==> config.mk <==
export PLATFORM = sky130hd
export DESIGN_NAME = countdown_timer
export DESIGN_NICKNAME = d
export VERILOG_FILES = /design/src/rtl/countdown_timer.sv
export SDC_FILE = /design/constraint.sdc
export NUM_CORES = 1
export LEC_CHECK = 0
export ABC_AREA = 1
export CAP_MARGIN = 20
export CORE_MARGIN = 5
export CORE_UTILIZATION = 40
export DETAILED_ROUTE_END_ITERATION = 8
export PLACE_DENSITY = 0.68
export SYNTH_ARGS = -nofsm -noshare
export SYNTH_HDL_FRONTEND = slang
export SYNTH_SLANG_ARGS = --single-unit
==> constraint.sdc <==
create_clock -name clk -period 1.6 [get_ports clk]
set_clock_uncertainty 0.1 [all_clocks]
set_input_delay 0.16 -clock clk [delete_from_list [all_inputs] [get_ports clk]]
set_output_delay 0.16 -clock clk [all_outputs]
set_load 0.03 [all_outputs]
==> src/rtl/countdown_timer.sv <==
// MM:SS countdown timer driven by the shared 1 Hz sec_tic strobe.
// Counts a clamped preset down to 00:00, flags minute borrows and a one-cycle expiry strobe.
module countdown_timer #(
  parameter int P_MIN_BIT = 6,
  parameter int P_SEC_BIT = 6,
  parameter int P_MAX_MIN = 59
) (
  input  logic                 clk,
  input  logic                 reset_all,
  input  logic                 sec_tic,
  input  logic                 load,
  input  logic [P_MIN_BIT-1:0] load_min,
  input  logic [P_SEC_BIT-1:0] load_sec,
  input  logic                 start,
  input  logic                 pause,
  input  logic                 clear,
  output logic [P_MIN_BIT-1:0] min,
  output logic [P_SEC_BIT-1:0] sec,
  output logic                 running,
  output logic                 paused,
  output logic                 expired,
  output logic                 done_tic,
  output logic                 min_borrow_tic
);

  typedef enum logic [2:0] {
    S_IDLE   = 3'd0,
    S_READY  = 3'd1,
    S_RUN    = 3'd2,
    S_PAUSED = 3'd3,
    S_DONE   = 3'd4
  } state_e;

  localparam logic [P_MIN_BIT-1:0] MAX_MIN = P_MIN_BIT'(P_MAX_MIN);
  localparam logic [P_SEC_BIT-1:0] MAX_SEC = P_SEC_BIT'(59);

  state_e               state_q, state_d;
  logic [P_MIN_BIT-1:0] min_q, min_d;
  logic [P_SEC_BIT-1:0] sec_q, sec_d;
  logic                 run_q, pau_q, exp_q, done_q;

  logic [P_MIN_BIT-1:0] ld_min_c;
  logic [P_SEC_BIT-1:0] ld_sec_c;
  logic                 ld_zero;

  assign ld_min_c = (load_min > MAX_MIN) ? MAX_MIN : load_min;
  assign ld_sec_c = (load_sec > MAX_SEC) ? MAX_SEC : load_sec;
  assign ld_zero  = (ld_min_c == '0) && (ld_sec_c == '0);

  always_comb begin
    state_d = state_q;
    min_d   = min_q;
    sec_d   = sec_q;
    if (clear) begin
      state_d = S_IDLE;
      min_d   = '0;
      sec_d   = '0;
    end else begin
      case (state_q)
        S_IDLE, S_DONE: begin
          if (load) begin
            min_d   = ld_min_c;
            sec_d   = ld_sec_c;
            state_d = ld_zero ? S_IDLE : S_READY;
          end
        end
        S_READY, S_PAUSED: begin
          if (load) begin
            min_d   = ld_min_c;
            sec_d   = ld_sec_c;
            state_d = ld_zero ? S_IDLE : S_READY;
          end else if (start) begin
            state_d = S_RUN;
          end
        end
        S_RUN: begin
          if (pause) begin
            state_d = S_PAUSED;
          end else if (sec_tic) begin
            // A zero count is never decremented; it can only mean expiry.
            if (min_q == '0 && sec_q == '0) begin
              state_d = S_DONE;
            end else begin
              if (sec_q != '0) begin
                sec_d = sec_q - 1'b1;
              end else begin
                sec_d = MAX_SEC;
                min_d = min_q - 1'b1;
              end
              if (min_q == '0 && sec_q == P_SEC_BIT'(1)) state_d = S_DONE;
            end
          end
        end
        default: begin
          state_d = S_IDLE;
          min_d   = '0;
          sec_d   = '0;
        end
      endcase
    end
  end

  always_ff @(posedge clk) begin
    if (reset_all) begin
      state_q <= S_IDLE;
      min_q   <= '0;
      sec_q   <= '0;
      run_q   <= 1'b0;
      pau_q   <= 1'b0;
      exp_q   <= 1'b0;
      done_q  <= 1'b0;
    end else begin
      state_q <= state_d;
      min_q   <= min_d;
      sec_q   <= sec_d;
      run_q   <= (state_d == S_RUN);
      pau_q   <= (state_d == S_PAUSED);
      exp_q   <= (state_d == S_DONE);
      done_q  <= (state_d == S_DONE) && (state_q != S_DONE);
    end
  end

  assign min      = min_q;
  assign sec      = sec_q;
  assign running  = run_q;
  assign paused   = pau_q;
  assign expired  = exp_q;
  assign done_tic = done_q;

  assign min_borrow_tic = (state_q == S_RUN) & sec_tic & (sec_q == '0) & (min_q != '0)
                        & ~pause & ~clear & ~reset_all;

endmodule

==> flow_summary.toml <==
[floorplanning]
num_rows = 21
ios = 36
start_util = 0.408
core_um2 = 3310
die-area_um2 = 4640
die_y_um = 68.1
die_w_um = 68.1

[timing]
max_freq_mhz = 612
fin_ws_ns = -0.0353
min_period_ns = 1.64
rsz0062_at_grt = "yes"
hold_viol = 0
period_share = 1.02
drv_slew = 0
setup_viol = 1
setup-tns-final_ns = -0.0353
relSlewSlack = 0.795
tightest_slew_ns = 0.306

[clocking]
cts_buffer_depth = 2
hold_buffers = 0
cts.sinks = 19
cts_tree = "done"
htree_levels = 1
insertion_delay_ns = 0.29
path_clk_slew_ns = 0.11
cts_buffers = 3
cts_root_buffer = "clkbuf_4"

[cells_and_area]
design_area_um2 = 1940
antenna_cells = 0
final_util = 0.585
fillers = 353
drive_gt1_frac = 0.236
fin_nets = 283
area_growth_pct = 43.2

[synth]
syn_area_per_cell_um2 = 6.50
ys_types = 29
synth_area_leader_cell = "dfxtp_1"
netlist_area_um2 = 1350
yosysSeqAreaShare = 0.281
syn_nets = 231
yosys.area.top_type_share = 0.281
yosys_warnings = 0
synth.area.top_cells = "dfxtp_1, nand2_1, inv_1, a21oi_1, nand3_1"
ys_seq_elements = 19
synthCells = 208

[global_routing]
grt_pass1_wl_um = 5840
grt_overflow = 0
grt_pass1_vias = 1348
antenna_found_initial = 0
grt_max_degree = 13
grtUsageTotal = 0.165

[place]
place_area_um2 = 1810
finalWeightedCongestion = 0.914
dp_slack_ns = 0.00163
port-buffer-count = 35
place_hpwl_um = 2680

[pwr]
peakVddDrop_mv = 0.271
combPwrFrac = 0.330
switching_share = 0.330
p_sw_uw = 370
p_clk_frac = 0.220
internal-power_uw = 750
p_leak_nw = 0.902
powerDensity_nw_per_um2 = 579
seqPwrFrac = 0.451

[worst_setup_path]
crit_path_end_kind = "primary output"
cp.required_ns = 1.34
start_kind = "register"
crit_fanout = 4
worst-setup-path-type = "register to primary output"
r2r-start = "min[0]$_SDFFE_PP0P_"
reg2reg_depth = 9
cp.arrival_ns = 1.38
r2r_end = "sec[0]$_SDFFE_PP0P_"
rrSetupSlack_ns = 0.09

[route]
ant_nets = 0
wl_per_cell_um = 11.2
vias = 1417
avgViaCountPerCell = 4.65
drt_iter0_drc = 75
drc = 0
routed_wl_um = 3410
drt_pass1_iterations = 4

[worst_hold_path]
hold_path.startpoint = "reset_all"
hold_end = "state_q[0]$_SDFF_PP0_"
min_path_type = "input pin to register"
min_path_cells = 2

[job]
drv_cap = 0

[status]
failed_checks = "setup timing"
status = "complete, but fails checks"
==> kinds of logic after synthesis <==
| family | after synthesis | share of synthesized area |
|---|---|---|
| simple gates | 110 | 0.397 |
| buf+inv | 38 | 0.125 |
| fa+ha+maj | 4 | 0.0370 |
| compound gates | 35 | 0.146 |
| flops | 19 | 0.281 |
| xor+xnor | 2 | 0.0130 |
==> sequential cells by signal, indices dropped and copies added (netlist names) <==
register,flops
min,6
sec,6
state_q,3
done_tic,1
expired,1
paused,1
running,1
==> cells in the mapped netlist <==
cell type	number
nand2_1	62
inv_1	30
dfxtp_1	19
a21oi_1	14
nor2_1	14
nand3_1	11
o21ai_0	8
nand2_2	6
o21ai_1	6
a21oi_2	4
ha_1	4
inv_4	4
nand4_1	4
nor3_1	3
buf_6	2
nand3_4	2
nor2_4	2
xnor2_1	2
a21boi_0	1
clkbuf_1	1
clkinv_2	1
nand2_4	1
nand3_2	1
nand3b_1	1
nor2_2	1
nor3_2	1
nor3_4	1
o211ai_1	1
o31ai_1	1
==> stage by stage <==
stage	total power, mW	std cells	hold slack [ns]
2_1_floorplan	0.727	208	0.132
6_report	1.12	305	0.337
3_3_place_gp	0.852	294	0.386
5_1_grt	1.19	305	0.349
3_5_place_dp	0.854	294	0.384
4_1_cts	1.10	301	0.318
==> layer usage <==
metal	GRT usage	vias up	part of all wire
li1	-	763	-
met2	0.292	31	0.48
met4	0.0372	0	0.0073
met3	0.0279	4	0.056
met1	0.208	619	0.45
met5	0	-	0
==> cells in the final DEF, fill, tap and decap left out, types with 2 or more instances in the layout <==
cell type        count
clkbuf_4             3
dlygate4sd2_1       12
buf_4               14
nand4_1              4
dfxtp_2              5
dfxtp_1             12
nor2_1              13
dfxtp_4              2
nor3_4               2
xnor2_1              2
nand3_1             11
a21oi_2              7
nand2_2              7
inv_4                6
o21ai_1              7
nor2_4               3
ha_1                 2
nor3_1               2
buf_6                2
nand2_1             61
nand3_4              3
a21oi_1             11
clkdlybuf4s50_1     22
o21ai_0              7
inv_1               27
==> power by group through the flow <==
stage	registers (mW)	logic (mW)	clock network [mW]
3_3_place_gp	0.516	0.336	0
4_1_cts	0.506	0.344	0.253
2_1_floorplan	0.537	0.190	0
6_report	0.505	0.369	0.246
5_1_grt	0.508	0.412	0.268
3_5_place_dp	0.516	0.339	0
==> critical path, cell delays in order (launching register included) <==
cell	delay, ns
dfxtp_2	0.36
inv_1	0.06
ha_2	0.19
nand2_2	0.09
nor2_4	0.06
nor3_4	0.18
buf_6	0.15
==> what timing repair did <==
action / 4_1_cts / 5_1_grt
pin swaps: 3 / 4
resized for setup: 20 / 13
buffers inserted: 3 / 4
endpoints found under the setup margin: 17 / 15
==> how the worst max path moves through the flow <==
stage	from	endpoint	slack, ns	depth (start not counted)
after floorplan	min[0]$_SDFFE_PP0P_	sec[1]$_SDFFE_PP0P_	0.02	9
after global placement	sec[1]$_SDFFE_PP0P_	sec[1]$_SDFFE_PP0P_	0.02	9
after detailed placement	sec[1]$_SDFFE_PP0P_	sec[1]$_SDFFE_PP0P_	0.002	9
after CTS	sec[1]$_SDFFE_PP0P_	min_borrow_tic	-0.14	6
after global routing	state_q[0]$_SDFF_PP0_	min_borrow_tic	-0.1	4
final	min[0]$_SDFFE_PP0P_	min_borrow_tic	-0.04	6
==> area by class of cell <==
type                       instances  area, um2  area share
sequential                        19        394       0.204
inverter                          35        148      0.0763
multi-input combinational        151        857       0.443
timing repair buffer              50        453       0.234
clock buffer                       4       26.3      0.0136
tap                               46       57.6      0.0297
Note: power is estimated with default switching activity, not from simulation.
